`src/rtl/uart_pkg.sv`:
```
// Shared UART constants and types.
// Used by the receive FIFO and its storage array.
package uart_pkg;

    localparam int CLOCK_FREQ      = 50_000_000;
    localparam int BAUD_RATE       = 115_200;
    localparam int BAUD_TICKS      = CLOCK_FREQ / BAUD_RATE;
    localparam int UART_FIFO_DEPTH = 32;

    typedef logic [7:0] uart_byte_t;

endpackage

```
`src/rtl/uart_fifo_mem.sv`:
```
// Byte storage for the receive FIFO.
// One synchronous write port, one combinational read port.
module uart_fifo_mem
    import uart_pkg::*;
#(
    parameter  int DEPTH  = UART_FIFO_DEPTH,
    localparam int ADDR_W = $clog2(DEPTH)
) (
    input  logic              clk,
    input  logic              i_we,
    input  logic [ADDR_W-1:0] i_waddr,
    input  uart_byte_t        i_wdata,
    input  logic [ADDR_W-1:0] i_raddr,
    output uart_byte_t        o_rdata
);

    uart_byte_t r_mem [DEPTH];

    // Storage is never cleared; contents only matter where the pointers say so.
    always_ff @(posedge clk) begin
        if (i_we) begin
            r_mem[i_waddr] <= i_wdata;
        end
    end

    assign o_rdata = r_mem[i_raddr];

endmodule

```
`src/rtl/uart_rx_fifo.sv`:
```
// Receive byte FIFO: FWFT output, drop-on-full with sticky overflow.
// Optional byte statistics under UART_RX_FIFO_STATS_EN.
module uart_rx_fifo
    import uart_pkg::*;
#(
    parameter  int DEPTH  = UART_FIFO_DEPTH,
    localparam int ADDR_W = $clog2(DEPTH)
) (
    input  logic            clk,
    input  logic            rst_n,
    input  uart_byte_t      in_data,
    input  logic            in_valid,
    output uart_byte_t      out_data,
    output logic            out_valid,
    input  logic            out_ready,
    input  logic            flush,
    output logic [ADDR_W:0] count,
    output logic            full,
    output logic            overflow,
    input  logic            ovf_clr,
    output logic [15:0]     rx_bytes,
    output logic [7:0]      drop_bytes
);

    localparam logic [ADDR_W:0] PTR_ONE = 1;

    logic [ADDR_W:0] r_wr_ptr;
    logic [ADDR_W:0] r_rd_ptr;
    logic [ADDR_W:0] r_count;
    logic            r_overflow;

    logic w_empty;
    logic w_full;
    logic w_pop;
    logic w_push;
    logic w_drop;
    logic w_we;

    assign w_empty = (r_wr_ptr == r_rd_ptr);
    assign w_full  = (r_wr_ptr[ADDR_W] != r_rd_ptr[ADDR_W]) &&
                     (r_wr_ptr[ADDR_W-1:0] == r_rd_ptr[ADDR_W-1:0]);
    assign w_pop   = ~w_empty & out_ready;
    // A pop in the same cycle frees a slot, so a full FIFO still accepts.
    assign w_push  = in_valid & (~w_full | w_pop);
    assign w_drop  = in_valid & w_full & ~w_pop;
    assign w_we    = w_push & ~flush;

    uart_fifo_mem #(
        .DEPTH (DEPTH)
    ) u_mem (
        .clk     (clk),
        .i_we    (w_we),
        .i_waddr (r_wr_ptr[ADDR_W-1:0]),
        .i_wdata (in_data),
        .i_raddr (r_rd_ptr[ADDR_W-1:0]),
        .o_rdata (out_data)
    );

    // Pointers, occupancy and sticky overflow; flush overrides everything.
    always_ff @(posedge clk or negedge rst_n) begin
        if (!rst_n) begin
            r_wr_ptr   <= '0;
            r_rd_ptr   <= '0;
            r_count    <= '0;
            r_overflow <= 1'b0;
        end else if (flush) begin
            r_wr_ptr   <= '0;
            r_rd_ptr   <= '0;
            r_count    <= '0;
            r_overflow <= 1'b0;
        end else begin
            if (w_push) begin
                r_wr_ptr <= r_wr_ptr + PTR_ONE;
            end
            if (w_pop) begin
                r_rd_ptr <= r_rd_ptr + PTR_ONE;
            end
            case ({w_push, w_pop})
                2'b10:   r_count <= r_count + PTR_ONE;
                2'b01:   r_count <= r_count - PTR_ONE;
                default: r_count <= r_count;
            endcase
            // A new drop wins over a clear in the same cycle.
            if (w_drop) begin
                r_overflow <= 1'b1;
            end else if (ovf_clr) begin
                r_overflow <= 1'b0;
            end
        end
    end

    assign out_valid = ~w_empty;
    assign full      = w_full;
    assign count     = r_count;
    assign overflow  = r_overflow;

`ifdef UART_RX_FIFO_STATS_EN
    logic [15:0] r_rx_bytes;
    logic [7:0]  r_drop_bytes;

    // Lifetime counters; only reset clears them, flush does not.
    always_ff @(posedge clk or negedge rst_n) begin
        if (!rst_n) begin
            r_rx_bytes   <= '0;
            r_drop_bytes <= '0;
        end else if (!flush) begin
            if (w_push) begin
                r_rx_bytes <= r_rx_bytes + 16'd1;
            end
            if (w_drop && (r_drop_bytes != 8'hFF)) begin
                r_drop_bytes <= r_drop_bytes + 8'd1;
            end
        end
    end

    assign rx_bytes   = r_rx_bytes;
    assign drop_bytes = r_drop_bytes;
`else
    assign rx_bytes   = '0;
    assign drop_bytes = '0;
`endif

endmodule
```
`config.mk`:
```
export PLATFORM = sky130hd
export DESIGN_NAME = uart_rx_fifo
export DESIGN_NICKNAME = d
export VERILOG_FILES = /design/src/rtl/uart_pkg.sv /design/src/rtl/uart_fifo_mem.sv /design/src/rtl/uart_rx_fifo.sv
export SDC_FILE = /design/constraint.sdc
export NUM_CORES = 1
export LEC_CHECK = 0
export CAP_MARGIN = 5
export CORE_ASPECT_RATIO = 2
export CORE_UTILIZATION = 23
export DETAILED_ROUTE_END_ITERATION = 16
export GPL_TIMING_DRIVEN = 0
export SKIP_CTS_REPAIR_TIMING = 1
export SYNTH_ARGS = -nofsm -noshare
export SYNTH_HDL_FRONTEND = slang
export SYNTH_HIERARCHICAL = 1
export SYNTH_SLANG_ARGS = --single-unit
```
`constraint.sdc`:
```
create_clock -name clk -period 3.8 [get_ports clk]
set_clock_uncertainty 0.2 [all_clocks]
set_input_delay 0.57 -clock clk [delete_from_list [all_inputs] [get_ports clk]]
set_output_delay 0.57 -clock clk [all_outputs]
set_load 0.1 [all_outputs]
```
== Yosys cells after proc, flatten, opt, wreduce, memory -nomap -nowiden ==
Memory sizes are Yosys's and may differ from the RTL's.
Cells that the tools add are included.
Storage, ports and cells
  latch bits: 0
  RAM bits: 256
  memory bits (read-only): 0
  flip-flop bits (word level): 19
  logic and storage cells: 40
  memories kept: 1
  bits of input ports: 14
Memory list
  u_mem.r_mem: words 32, bits a word 8, rd ports 1, clocked after memory_dff 0, wr ports 1, line uart_fifo_mem.sv:17  | uart_byte_t r_mem [DEPTH];
Cells by class
  bitwise logic cells: 10
  multiplexer cells: 11
  reductions and logical operators: 5
  shifts and indexed selects: 0
  $add $sub $neg: 4
  equality and inequality tests: 5
  multipliers: 0
  $lt $le $gt $ge: 0
  divide/modulo/power cells: 0
Operators by type and width (number)
  $mux 6: 5
  $add 6x1->6 const B: 3
  $pmux 6 s2: 1
  $eq 6x6->1: 1
  $reduce_bool 3->1: 2
  $sub 6x1->6 const B: 1
  $and 1x1->1: 5
  $eq 5x5->1: 1
  $mux 1: 5
  $not 1->1: 4
  $reduce_bool 2->1: 2
  $eq 2x1->1 const B: 1
  $eq 2x2->1 const B: 1
  $logic_and 1x1->1: 1
  $ne 1x1->1: 1
  $or 1x1->1: 1

== Logic depth before layout (Yosys ltp) ==
  depth after elaboration: 8
  depth in mapped cells: 9
  mapped depth without buffers: 9

== Hierarchy ==
The synthesis kept the hierarchy.
Modules (own cells, without submodules)
  uart_fifo_mem: cells each 409, area each 9893.2 um^2, sequential area each 7687.4 um^2, times used 1
  uart_rx_fifo: cells each 155, area each 1510.2 um^2, sequential area each 475.5 um^2, times used 1

== Least setup slack after synthesis ==
Ideal clock, no wire load.
  path kind: reg-to-output
  start point: register r_wr_ptr[2]
  end point: output port full
  path slack: 0.058 ns
  data required time: 3.030 ns
  path buffers: 0
  arrival: 2.972 ns
  cell stages (with the launch flop): 4
  cell sequence: dfrtp_1 -> xnor2_2 -> nand3_4 -> nor3_1
On the way
  cells in the longest elaborated chain, start to end: 2
Ends and longest elaborated chain
  from (decl): line uart_rx_fifo.sv:27  | logic [ADDR_W:0] r_wr_ptr;
  from (signal assigned): line uart_rx_fifo.sv:73  | r_wr_ptr <= r_wr_ptr + PTR_ONE;
  $eq 5x5->1: line uart_rx_fifo.sv:41  | (r_wr_ptr[ADDR_W-1:0] == r_rd_ptr[ADDR_W-1:0]);
  $logic_and 1x1->1: line uart_rx_fifo.sv:40  | assign w_full = (r_wr_ptr[ADDR_W] != r_rd_ptr[ADDR_W]) &&
  to (decl): line uart_rx_fifo.sv:18  | output logic full,
No other way between the ends.

== Worst setup path in the final report ==
  start point: register r_wr_ptr[3]
  end point: memory u_mem/r_mem[28][4] (netlist bit), enable pin
On the way
  cells in the longest elaborated chain, start to end: 8
Ends and longest elaborated chain
  $eq 6x6->1 or $eq 5x5->1 (tied branches): line uart_rx_fifo.sv:39, uart_rx_fifo.sv:41
  $not 1->1 or $logic_and 1x1->1 (tied branches): line uart_rx_fifo.sv:42, uart_rx_fifo.sv:40
  $and 1x1->1 or $not 1->1 (tied branches): line uart_rx_fifo.sv:42, uart_rx_fifo.sv:44
  $or 1x1->1 (*): line uart_rx_fifo.sv:44  | assign w_push = in_valid & (~w_full | w_pop);
  $and 1x1->1 (*): line uart_rx_fifo.sv:44
  $and 1x1->1 (*): line uart_rx_fifo.sv:46  | assign w_we = w_push & ~flush;
  named net w_we: line uart_rx_fifo.sv:37  | logic w_we;
  $mux 1 (*): line uart_fifo_mem.sv:21  | if (i_we) begin
  $mux 1 (implied by the code) (*): line uart_fifo_mem.sv:22  | r_mem[i_waddr] <= i_wdata;
  to (decl): line uart_fifo_mem.sv:17
The timed path passes the listed nets; every way through them passes the cells marked *.

==> summary.md <==
| Metric | Value |
|---|---|
| Design area | 0.0135 mm^2 |
| Outcome | finished clean |
| Vias in the first global route | 5785 |
| Die footprint | 0.0505 mm^2 |
| Clock network latency to the later pin of the worst-skew pair | 530 ps |
| Prevailing post-synth register cell | sky130_fd_sc_hd__edfxtp_1 |
| Portion of total power attributed to the clock network | 32.7% |
| Fraction of synthesized cell area taken by the top area cell type | 67.4% |
| Launch instance of the worst register-to-register path | r_wr_ptr[3] |
| Unrepaired setup endpoints after global routing | true |
| Detailed-routing iteration count for the pre-antenna-repair pass | 4 |
| Fmax achieved | 268 MHz |
| PD cells | 535 mW/mm^2 |
| Combinational cell fraction of total power | 20.5% |
| Flop and latch count out of synthesis | 275 |
| Worst slew slack as a fraction of its limit | 14.0% |
| Overflow after GRT | 0 |
| Internal power summed over all cells | 5.24 mW |
| Grt met3 use | 0.991% |
| Area of the core | 0.0491 mm^2 |
| Cell types with the largest area share after synthesis | sky130_fd_sc_hd__edfxtp_1 (67%), sky130_fd_sc_hd__mux4_2 (16%), sky130_fd_sc_hd__dfrtp_1 (4.2%) |
| Warning count from the yosys run | 6 |
| Quantity of I/O buffers inserted on ports | 28 |
| Met1 capacity usage during global routing | 10.2% |
| Fill cells | 4779 |
| Effective utilization at floorplan | 23.2% |
| Final setup violation count | 0 |
| Antenna cells | 0 |
| Crit path max fanout | 13 |
| Post-detailed-route wirelength per cell | 20.2 um |
| Area leader, netlist | sky130_fd_sc_hd__edfxtp_1 |
| Post-Syn Area | 0.0114 mm^2 |
| Critical hold path startpoint | overflow |
| Length in cells of the worst reg-to-reg path | 8 |
| Number of buffers on the longest clock path | 3 |
| Post-detailed-placement half-perimeter wirelength | 18300 um |
| Met2 Resource Use GR | 20.5% |
| Instance area after placement | 0.0126 mm^2 |
| Tightest hold margin | 345 ps |
| Power after layout | 7.22 mW |
| Commonest cells in the synthesized netlist | sky130_fd_sc_hd__edfxtp_1 (256), sky130_fd_sc_hd__mux4_2 (80), sky130_fd_sc_hd__nor2_1 (48), sky130_fd_sc_hd__buf_4 (30), sky130_fd_sc_hd__dfrtp_1 (19) |
| CTS clk-pin slew, worst paths | 80 ps |
| Power share of the sequential group | 46.8% |
| Share of synthesized area occupied by flip-flops and latches | 71.6% |
| Die Span Y | 317 um |
| Required time of the critical path | 3750 ps |
| Transition time at the pin with the least slew margin | 1290 ps |
| Tot GR Track Use | 10.5% |
| Max-cap violations | 0 |
| Hold-critical path endpoint | overflow |
| Final-report hold violation count | 0 |
| Switching share of total power | 27.5% |
| Critical Path AT | 3680 ps |
| Share of layout cells above drive strength 1 | 28.8% |
| Count of cell types in the netlist | 47 |
| Leakage power | 4.26 nW |
| CTS sink cnt | 275 |
| Pin count of the biggest net entering global routing | 33 |
| Busiest grt layer | met2 |
| Crit path kind | flop to flop |
| Total via count in the routed design | 5546 |
| Reg-to-reg endpoint | u_mem/r_mem[28][4] |
| H-tree level count | 1 |
| Final clock period utilization by the worst path | 98.2% |
| Average cell area after synthesis | 20.2 um^2 |
| Drt via density | 4.26 |
| Number of synthesized flops with an enable pin | 256 |
| Final critical-path required period | 3730 ps |
| Final Routed Wirelength | 26300 um |
| Crit. End Element | flop |
| Global-route wire length before repair | 38100 um |
| Kind of path behind the tightest hold check | flop to flop |
| Area growth syn-to-layout | 18.4% |
| Async set or reset register ratio after synthesis | 6.91% |
| Total I/O pin count | 55 |
| Hold-critical path depth | 2 |
| Nets@finish | 666 |
| Post-DRT Antenna Nets | 0 |
| Max Slew Vio Count | 0 |
| CTS root buf | sky130_fd_sc_hd__clkbuf_16 |
| Remaining routing DRC violations | 0 |
| Count of routing violations after the opening detailed-route iteration | 357 |
| Slack of the worst reg-to-reg path | 70 ps |
| Peak supply drop | 324 uV |
| Kind of start point of the critical path | flop |
| Cell with the most instances after synthesis | sky130_fd_sc_hd__edfxtp_1 |
| Start point of the critical path | r_wr_ptr[3] |
| Switching power total | 1.99 mW |
| Initial antenna violation count | 0 |
| Number of buffers created by CTS | 23 |
| Width of the chip | 159 um |
| Number of rows created at floorplan | 115 |
| Number of cells produced by synthesis | 564 |
| CTS tree | done |
| GP Congestion | 0.776 |
## how the worst max path moves through the flow
stage,to,cells after the start
finish,u_mem/r_mem[28][4],8
CTS,out_data[6],6
detailed placement,out_data[6],6
global placement,out_data[6],6
floorplan,full,3
global route,u_mem/r_mem[0][1],8
## cells in the final DEF, fill, tap and decap left out, types with 7 or more instances in the layout
master                              n
sky130_fd_sc_hd__conb_1            24
sky130_fd_sc_hd__nor2_1            47
sky130_fd_sc_hd__clkdlybuf4s50_1   19
sky130_fd_sc_hd__xor2_1             7
sky130_fd_sc_hd__buf_6              8
sky130_fd_sc_hd__clkbuf_1          12
sky130_fd_sc_hd__mux4_2            80
sky130_fd_sc_hd__mux2_2             8
sky130_fd_sc_hd__a21oi_1            7
sky130_fd_sc_hd__dfrtp_1           18
sky130_fd_sc_hd__edfxtp_1         256
sky130_fd_sc_hd__buf_4             32
sky130_fd_sc_hd__clkbuf_16         24
## worst max-delay path, stage by stage, from the launching register on
cell and delay (ps):
sky130_fd_sc_hd__dfrtp_1 680, sky130_fd_sc_hd__xnor2_1 210, sky130_fd_sc_hd__nand2_1 160, sky130_fd_sc_hd__o41ai_2 90
sky130_fd_sc_hd__buf_2 200, sky130_fd_sc_hd__nor2_1 210, sky130_fd_sc_hd__or3b_2 470, sky130_fd_sc_hd__clkbuf_1 310
sky130_fd_sc_hd__nor2_1 810
## power by group through the flow
stage / sequential [mW] / clock, mW / combinational (mW)
floorplan: 3.55 / 0 / 0.944
global placement: 3.45 / 0 / 1.42
detailed placement: 3.45 / 0 / 1.44
CTS: 3.38 / 2.42 / 1.44
global route: 3.38 / 2.52 / 1.55
finish: 3.38 / 2.36 / 1.48
## area by class of cell
cell class | instances | area (um^2) | area share, %
flip-flops and latches | 275 | 8160 | 60.5
repair buffers | 33 | 373 | 2.76
inverters | 3 | 11.3 | 0.0834
multi-input cells | 259 | 3000 | 22.2
clock buffers | 30 | 602 | 4.46
plain buffers | 50 | 418 | 3.10
well taps | 643 | 805 | 5.96
clock inverters | 10 | 128 | 0.945
## metal layers
metal,up-vias,wire length (um)
met3,61,977
met1,2894,8640
met5,-,0
met4,0,1790
met2,178,14900
li1,2413,-
## per-stage QoR
stage | instances | TNS, ps | worst slack, ps | utilization [%]
global route | 1303 | -1770 | -84.5 | 27.5
global placement | 1258 | -7910 | -1020 | 25.6
floorplan | 587 | 0 | 58.3 | -
CTS | 1299 | -12820 | -1640 | 27.2
detailed placement | 1259 | -9040 | -1060 | 25.7
finish | 1303 | 0 | 69.3 | 27.5
## sequential cells by signal, indices dropped and copies added (netlist names)
name         cells
r_rd_ptr         6
count            6
overflow         1
u_mem/r_mem    256
r_wr_ptr         6
## cell families (layout without fill, tap and decap cells)
| group | after synthesis | in the layout | synth area share (%) |
|---|---|---|---|
| other | 1 | 24 | 0.0329 |
| XOR/XNOR | 14 | 14 | 1.40 |
| multiplexers | 96 | 96 | 17.5 |
| flip-flops | 275 | 275 | 71.6 |
| buffers and inverters | 53 | 126 | 2.89 |
| adder cells (fa/ha/maj) | 7 | 7 | 0.834 |
| AND/OR/NAND/NOR | 90 | 90 | 3.99 |
| AO/OA/AOI/OAI | 28 | 28 | 1.80 |
No activity file was read; power rests on OpenSTA's default activity.
